### config.mk
export PLATFORM = sky130hd
export DESIGN_NAME = prod_accumulator
export DESIGN_NICKNAME = d
export VERILOG_FILES = /design/src/rtl/prod_accumulator.sv
export SDC_FILE = /design/constraint.sdc
export NUM_CORES = 1
export LEC_CHECK = 0
export CAP_MARGIN = 15
export CORE_AREA = 2 2 67 69
export DETAILED_ROUTE_END_ITERATION = 8
export DIE_AREA = 0 0 69 71
export GPL_TIMING_DRIVEN = 0
export MAX_ROUTING_LAYER = met4
export PLACE_DENSITY = 0.64
export SYNTH_ARGS = -nofsm -noshare
export SYNTH_HDL_FRONTEND = slang
export SYNTH_SLANG_ARGS = --single-unit
### constraint.sdc
create_clock -name clk -period 2.8 [get_ports clk]
set_clock_uncertainty 0.1 [all_clocks]
set_input_delay 0.7 -clock clk [delete_from_list [all_inputs] [get_ports clk]]
set_output_delay 0.7 -clock clk [all_outputs]
set_load 0.05 [all_outputs]
### src/rtl/prod_accumulator.sv
// prod_accumulator: sums blocks of 8-bit products (COUNT beats or in_last) and hands out sum/ovf/cnt.
// Optional PROD_ACC_SAT_EN: clamp accumulator at all-ones on overflow instead of wrapping.
module prod_accumulator #(
  parameter int ACC_W = 16,
  parameter int COUNT = 4
) (
  input  logic             clk,
  input  logic             rst_n,
  input  logic             in_valid,
  output logic             in_ready,
  input  logic [7:0]       in_prod,
  input  logic             in_last,
  output logic             out_valid,
  input  logic             out_ready,
  output logic [ACC_W-1:0] out_sum,
  output logic             out_ovf,
  output logic [7:0]       out_cnt
);
  localparam logic [0:0] ACC  = 1'b0;
  localparam logic [0:0] HOLD = 1'b1;
  logic [0:0]       state_q, state_d;
  logic [ACC_W-1:0] acc_q, acc_d;
  logic [7:0]       cnt_q, cnt_d;
  logic             ovf_q, ovf_d;
  logic [ACC_W:0]   sum;
  logic [7:0]       cnt_inc;
  logic             acc_en, blk_end;
  always_comb begin
    acc_en  = in_valid && state_q == ACC;
    sum     = {1'b0, acc_q} + {{(ACC_W-7){1'b0}}, in_prod};
    cnt_inc = cnt_q + 8'd1;
    blk_end = cnt_inc == 8'(COUNT) || in_last;
    state_d = state_q;
    acc_d   = acc_q;
    cnt_d   = cnt_q;
    ovf_d   = ovf_q;
    if (acc_en) begin
`ifdef PROD_ACC_SAT_EN
      acc_d = sum[ACC_W] ? '1 : sum[ACC_W-1:0];
`else
      acc_d = sum[ACC_W-1:0];
`endif
      cnt_d   = cnt_inc;
      ovf_d   = ovf_q | sum[ACC_W];
      state_d = blk_end ? HOLD : ACC;
    end else if (state_q == HOLD && out_ready) begin
      acc_d   = '0;
      cnt_d   = '0;
      ovf_d   = 1'b0;
      state_d = ACC;
    end
  end
  always_ff @(posedge clk) begin
    if (!rst_n) begin
      state_q <= ACC;
      acc_q   <= '0;
      cnt_q   <= '0;
      ovf_q   <= 1'b0;
    end else begin
      state_q <= state_d;
      acc_q   <= acc_d;
      cnt_q   <= cnt_d;
      ovf_q   <= ovf_d;
    end
  end
  assign in_ready  = state_q == ACC;
  assign out_valid = state_q == HOLD;
  assign out_sum   = acc_q;
  assign out_ovf   = ovf_q;
  assign out_cnt   = cnt_q;
endmodule

; Word level (Yosys, flattened, before mapping)
; Cells that the tools add are included.
[op_classes]
n_reduce_logical = 4
n_eq_ne = 1
add_sub_neg = 2
bitwise = 2
mux = 8
[ops]
columns = cell, n
row1 = $mux 16, 2
row2 = $add 16x8->17, 1
row3 = $mux 8, 2
row4 = $add 8x1->8 const B, 1
row5 = $eq 8x3->1 const B, 1
row6 = $mux 1, 4
row7 = $logic_and 1x1->1, 2
row8 = $reduce_bool 2->1, 1
row9 = $logic_or 1x1->1, 1
row10 = $not 1->1, 1
row11 = $or 1x1->1, 1
[totals]
regBits = 26
output_inout_bits = 27
in_bits = 13

; Depth between registers and ports, before layout
; Gate-level depths: netlist of run 1.
[depth]
ltp_word = 5
mapped_depth = 8

; Worst setup path after synthesis of run 1
; OpenSTA, ideal clock, no wires.
[synth_timing]
kind = reg2reg
from = register acc_q[0], in the netlist out_sum[0]
to = register acc_q[12], in the netlist out_sum[12]
required_ns = 2.612
path_stages_with_launch = 9
path_slack_ns = 0.348
setup_time_ns = 0.088
n_path_buf = 0
period_less_slack_ns = 2.452
t_arrival_ns = 2.264
cell_sequence = dfxtp_1 > ha_1 > inv_1 > fa_1 > nand2b_1 > a21oi_1 > o211a_1 > o21ai_1 > o31ai_1
[synth_between]
elab_chain_cells = 2
[synth_rtl]
columns = element, line
row1 = start: declaration, 22  ; logic [ACC_W-1:0] acc_q, acc_d;
row2 = start signal: assignment, 56  ; acc_q <= '0;
row3 = start signal: assignment, 61  ; acc_q <= acc_d;
row4 = $add 16x8->17, 30  ; sum = {1'b0, acc_q} + {{(ACC_W-7){1'b0}}, in_prod};
row5 = $mux 16, 37  ; if (acc_en) begin
; No other way between the ends.
; A chain may end at the register's enable or synchronous reset.

; Worst setup path in the final report of run 1
[layout_timing]
from = input in_prod[0]
to = register acc_q[10], in the netlist out_sum[10]
[layout_between]
elab_chain_cells = 2
[layout_rtl]
columns = element, line
row1 = start: declaration, 11  ; input logic [7:0] in_prod,
row2 = $add 16x8->17, 30
row3 = $mux 16, 37
; No other way between the ends.

==> impl_metrics.tcl, run 1 <==
set metrics [dict create \
    status "finished, final reports clean" \
    startpoint_type "input port" \
    vias_per_cell 5.37 \
    synth_fp_nets 223 \
    finalSetupTns_ps 0 \
    holdBufCountCts 0 \
    yosysSeqAreaShare 0.321 \
    grt_pass1_wl_um 6810 \
    maxCapViolCount 0 \
    ioPinCount 40 \
    worstMarginPinSlew_ps 1110 \
    p_leak_nw 0.791 \
    rows 24 \
    synth.avg_cell_area_um2 8.14 \
    synthSimpleGateAreaFrac 0.264 \
    cts-buffers-inserted 3 \
    path_max_fanout 5 \
    gr-total-overflow 0 \
    fin_ws_ps 96.4 \
    power_uw 969 \
    worst_setup_path_end_kind "register" \
    synthAdderAreaFrac 0.0896 \
    antenna_left 0 \
    synth-seq-cells 26 \
    drive_above_1_share 0.0735 \
    clk_latency_ps 280 \
    setup_violations 0 \
    critical_path_required_ps 2900 \
    hpwlAfterDp_um 2950 \
    async_flop_share 0 \
    synth-edff-count 0 \
    r2r-end "out_sum[11]" \
    fin_crit_sh 0.966 \
    setup.worst_path.start "in_prod[0]" \
    cts_htree_levels 1 \
    whs_ps 376 \
    synth_cells 199 \
    hold_violations 0 \
    syn2layout_area_growth_pct 33.9 \
    rsz0062_at_grt "no" \
    relSlewSlack 0.251 \
    antenna_cells 0 \
    ir_drop_v 0.000210 \
    initial_core_util 0.385 \
    crit_type "input port to register" \
    num-fill-cells 421 \
    power_per_cell_area_nw_per_um2 447 \
    drv_slew 0 \
    ys_types 49 \
    endpoint "out_sum[10]" \
    grt_pass1_vias 1482 \
    arrival_ps 2800 \
    fmax_ghz 0.370 \
    dpl_worst_slack_ps -373 \
    cts_max_path_buffers 2 \
    synth_compound_area_frac 0.245 \
    firstDrtPassIters 7 \
    grt_antenna_before_repair 0 \
    globalplace.congestion 0.832 \
    coreArea_um2 4200 \
    yosys_warnings 0 \
    grt_max_degree 15 \
    dieArea_um2 4900 \
    drc 0 \
    path_clk_slew_ps 100 \
    cts-root-buf "clkbuf_8" \
    reg2reg_slack_ps 620 \
    synth_top_family_by_area "simple AND/OR/NAND/NOR gates" \
    cts_tree "built" \
    vias 1595 \
    dieWidth_um 69 \
    worstReg2RegStart "out_sum[6]" \
    rr_worst_depth 6 \
    fp.dieH_um 71 \
    routed_wl_um 4110 \
    io_buffers 39 \
    grtUsageTotal 0.176 \
    post_drt_wl_per_cell_um 13.8 \
    synthFlopType "dfxtp_1" \
    netlist_area_um2 1620 \
    min_period_ps 2700 \
    synth-xor-area-share 0.0270 \
    min_path_type "register to register" \
    drt_iter0_drc 177 \
    fin_nets 270 \
    cts.sinks 26 \
    muxShareOfSynthArea 0.0193 \
]
synth_stat cells, types with 2 or more instances:
cell type / count / share of area
dfxtp_1: 26 / 0.32
inv_1: 8 / 0.019
or4_1: 2 / 0.0093
nand3_1: 8 / 0.025
nand2_1: 16 / 0.037
mux2i_1: 2 / 0.012
a21oi_1: 9 / 0.028
nand2b_1: 6 / 0.023
clkbuf_1: 5 / 0.012
a21boi_0: 3 / 0.014
a22oi_1: 4 / 0.019
and3_1: 3 / 0.012
nor2_1: 15 / 0.035
o21a_1: 2 / 0.0093
ha_1: 10 / 0.077
o31ai_1: 5 / 0.023
o2111ai_1: 2 / 0.011
xnor2_1: 3 / 0.016
and2_1: 3 / 0.012
or3_1: 2 / 0.0077
a32oi_1: 3 / 0.016
nor2b_1: 10 / 0.039
xor2_1: 2 / 0.011
nand4_1: 3 / 0.012
nor3_1: 6 / 0.019
a21boi_1: 2 / 0.0093
o21ai_0: 15 / 0.046
a31oi_1: 3 / 0.012
per-layer routing:
metal	vias up	GRT usage	wire, um
li1	827	-	-
met1	724	0.220	1950
met2	39	0.281	1920
met3	5	0.0370	198
met4	0	0.0654	53
met5	-	-	0
metrics by stage:
step | cell area [um2] | cells | utilization
floorplan | 1620 | 199 | -
global placement | 2070 | 290 | 0.493
detailed placement | 2070 | 290 | 0.493
CTS | 2130 | 294 | 0.507
global route | 2170 | 297 | 0.516
finish | 2170 | 297 | 0.516
worst max-delay path: stages:
cell,delay (ps)
clkdlybuf4s50_1,460
ha_1,160
inv_1,60
fa_2,350
nand2b_2,230
a21oi_4,220
o211a_1,210
o21ai_1,140
o31ai_1,280
cell families after synthesis:
family                   Yosys count
AO/OA/AOI/OAI                     59
adder cells (fa/ha/maj)           11
buffers and inverters             14
XOR/XNOR                           5
flip-flops                        26
AND/OR/NAND/NOR                   81
multiplexers                       3
worst min-delay path by stage:
stage | from | end | slack [ps] | depth (start not counted)
6_report | out_ovf | out_ovf | 380 | 2
5_1_grt | out_ovf | out_ovf | 410 | 2
4_1_cts | out_ovf | out_ovf | 380 | 2
3_5_place_dp | out_ovf | out_ovf | 360 | 2
3_3_place_gp | out_ovf | out_ovf | 340 | 2
2_1_floorplan | out_ovf | out_ovf | 570 | 2
area by class of cell:
| cell class | count | area [um2] | share of cell area |
|---|---|---|---|
| Multi-Input combinational cell | 159 | 1060 | 0.489 |
| Sequential cell | 26 | 520 | 0.240 |
| Timing Repair Buffer | 42 | 413 | 0.190 |
| Tap cell | 52 | 65.1 | 0.0300 |
| Clock buffer | 4 | 55.1 | 0.0254 |
| Inverter | 8 | 30.0 | 0.0138 |
| Buffer | 6 | 23.8 | 0.0110 |
placed cells by master, fill, tap and decap left out, types with 5 or more instances in the layout:
master / instances
clkdlybuf4s50_1: 39
dfxtp_1: 26
nand2_1: 16
nor2_1: 15
o21ai_0: 15
nor2b_1: 10
ha_1: 10
inv_1: 8
nand3_1: 8
a21oi_1: 8
nor3_1: 6
nand2b_1: 5
clkbuf_1: 5
o31ai_1: 5
timing repair:
item | in CTS | in global routing
hold endpoints to repair | 0 | 0
pin swaps | 0 | 4
gates resized for setup | 1 | 3
setup endpoints to repair | 3 | 4
buffers inserted | 0 | 3
report_power, final:
group          internal, mW  switching [mW]  total [mW]
Combinational         0.121           0.193       0.314
Clock                 0.126           0.127       0.253
Sequential            0.387          0.0161       0.403
Total                 0.633           0.336       0.969
registers in the layout, summed over array words and instances (netlist names):
name and cells:
out_cnt 8, out_ovf 1, out_sum 16, out_valid 1
Note: power is estimated with default switching activity, not from simulation.
==> run 2, diff against run 1 <==
- CORE_AREA: 2 2 67 69 -> 3 3 68 70
- CTS_CLUSTER_DIAMETER: default -> 60
- DIE_AREA: 0 0 69 71 -> 0 0 71 73
- clock period: 2.8 -> 2.7 ns (I/O delays scaled with it)
==> run 2 against run 1 <==
  * Critical path depth is 2 lower
  * Highest routed layer unchanged
  * Global-route usage increased by 0.39 points
  * Via count is 1.3% higher
  * Largest power group unchanged
  * Sequential cell count unchanged
  * Clock power is 30% higher
  * Sequential share of layout area down 0.11 points
  * First-iteration DRC count is 5.1% higher
  * Clock-buffer cell count down 1
  * Register-to-register slack lost 70 ps
  * Routed wire length is 5.8% higher
==> impl_metrics.tcl, run 2 (synthesis gave the netlist of run 1 again) <==
set metrics [dict create \
    drt_iter0_drc 186 \
    critical_path_required_ps 2810 \
    path_max_fanout 7 \
    cts-buffers-inserted 3 \
    status "finished, final reports clean" \
    dp.cells 288 \
    rows 23 \
    setup.worst_path.start "in_prod[6]" \
    fmax_ghz 0.382 \
    hpwlAfterDp_um 3080 \
    worstPathCellList "clkdlybuf4s50_1 > ha_1 > a21oi_2 > a211oi_2 > a31oi_1 > or4_1 > a21boi_1" \
    min_period_ps 2620 \
    grt_pass1_vias 1564 \
    num-fill-cells 388 \
    vias_per_cell 5.51 \
    grt_pass1_wl_um 7380 \
    cp_num_buf_inv 1 \
    fp.dieH_um 73 \
    io_buffers 39 \
    grt_antenna_before_repair 0 \
    finalSetupTns_ps 0 \
    cts.sinks 26 \
    cts_tree "built" \
    hold_violations 0 \
    cts-root-buf "clkbuf_8" \
    grtUsageTotal 0.180 \
    initial_core_util 0.402 \
    fin_crit_sh 0.969 \
    cts_htree_levels 1 \
    post_drt_wl_per_cell_um 14.8 \
    holdBufCountCts 0 \
    startpoint_type "input port" \
    ioPinCount 40 \
    drv_slew 0 \
    rr_worst_depth 6 \
    clk_latency_ps 270 \
    worst_setup_path_end_kind "register" \
    p_leak_nw 0.798 \
    cp_slowest_cell "or4_1" \
    coreArea_um2 4030 \
    syn2layout_area_growth_pct 34.5 \
    antenna_left 0 \
    dpl_worst_slack_ps -477 \
    fin_nets 268 \
    worstReg2RegStart "out_sum[6]" \
    endpoint "out_sum[13]" \
    dieWidth_um 71 \
    critical-path-top-delay-family "compound AO/OA/AOI/OAI gates" \
    fin_ws_ps 85.0 \
    r2r-end "out_sum[13]" \
    routed_wl_um 4350 \
    maxCapViolCount 0 \
    fin_cells 293 \
    most-common-layout-cells "39 x clkdlybuf4s50_1, 26 x dfxtp_1, 16 x nand2_1" \
    dieArea_um2 5180 \
    path_clk_slew_ps 100 \
    antenna_cells 0 \
    layout_commonest_cell "clkdlybuf4s50_1" \
    worstSetupPathDepth 7 \
    drc 0 \
    rsz0062_at_grt "no" \
    crit_type "input port to register" \
    vias 1615 \
    power_per_cell_area_nw_per_um2 494 \
    reg2reg_slack_ps 550 \
    crit_path_max_incr_delay_ps 510 \
    firstDrtPassIters 4 \
    cts_max_path_buffers 2 \
    globalplace.congestion 0.846 \
    setup_violations 0 \
    worstMarginPinSlew_ps 1140 \
    grt_max_degree 16 \
    arrival_ps 2720 \
    min_path_type "register to register" \
    gr-total-overflow 0 \
    relSlewSlack 0.236 \
    drive_above_1_share 0.0700 \
    largest_reg_flops 16 \
    ir_drop_v 0.000286 \
]
[run 2: repair_timing]
action / 4_1_cts / 5_1_grt
buffers inserted: 1 / 0
gates resized for setup: 2 / 4
setup endpoints to repair: 5 / 9
pin swaps: 1 / 2
[run 2: final cells by class]
class / instances / area, um2 / share of cell area
timing repair buffer: 40 / 398 / 0.183
clock inverter: 1 / 30.0 / 0.0138
tap: 50 / 62.6 / 0.0287
inverter: 8 / 30.0 / 0.0138
clock buffer: 3 / 41.3 / 0.0190
multi-input combinational: 159 / 1070 / 0.492
sequential: 26 / 520 / 0.239
buffer: 6 / 23.8 / 0.0109
[run 2: worst min-delay path by stage]
stage / start / end / slack (ps) / cells after the start
final: out_ovf / out_ovf / 370 / 2
after global routing: out_ovf / out_ovf / 420 / 2
after CTS: out_ovf / out_ovf / 380 / 2
after detailed placement: out_ovf / out_ovf / 360 / 2
after global placement: out_ovf / out_ovf / 350 / 2
after floorplan: out_ovf / out_ovf / 570 / 2
[run 2: metrics by stage]
| stage | total power [mW] | cell area, um2 | util | hold WS, ps |
|---|---|---|---|---|
| global route | 1.13 | 2180 | 0.541 | 417 |
| CTS | 1.08 | 2160 | 0.537 | 383 |
| detailed placement | 0.741 | 2070 | 0.514 | 359 |
| global placement | 0.740 | 2070 | 0.514 | 348 |
| finish | 1.08 | 2180 | 0.541 | 374 |
| floorplan | 0.644 | 1620 | - | 575 |
[run 2: worst reg2reg max path: cells and delay by family (launching register included)]
family	cells	cell delay, ps
flip-flops	1	350
AO/OA/AOI/OAI	4	720
AND/OR/NAND/NOR	1	520
adder cells (fa/ha/maj)	1	400
[run 2: per-layer routing]
layer  track usage  routed length, um  part of all wire
met1         0.246               2200              0.50
met2         0.277               1970              0.45
met4        0.0480                 44             0.010
met5             -                  0                 0
met3        0.0289                144             0.033
[run 2: power breakdown]
| part | internal (mW) | switching (mW) | total, mW |
|---|---|---|---|
| logic | 0.125 | 0.204 | 0.329 |
| registers | 0.401 | 0.0169 | 0.418 |
| clock network | 0.198 | 0.131 | 0.329 |
| total | 0.724 | 0.352 | 1.08 |
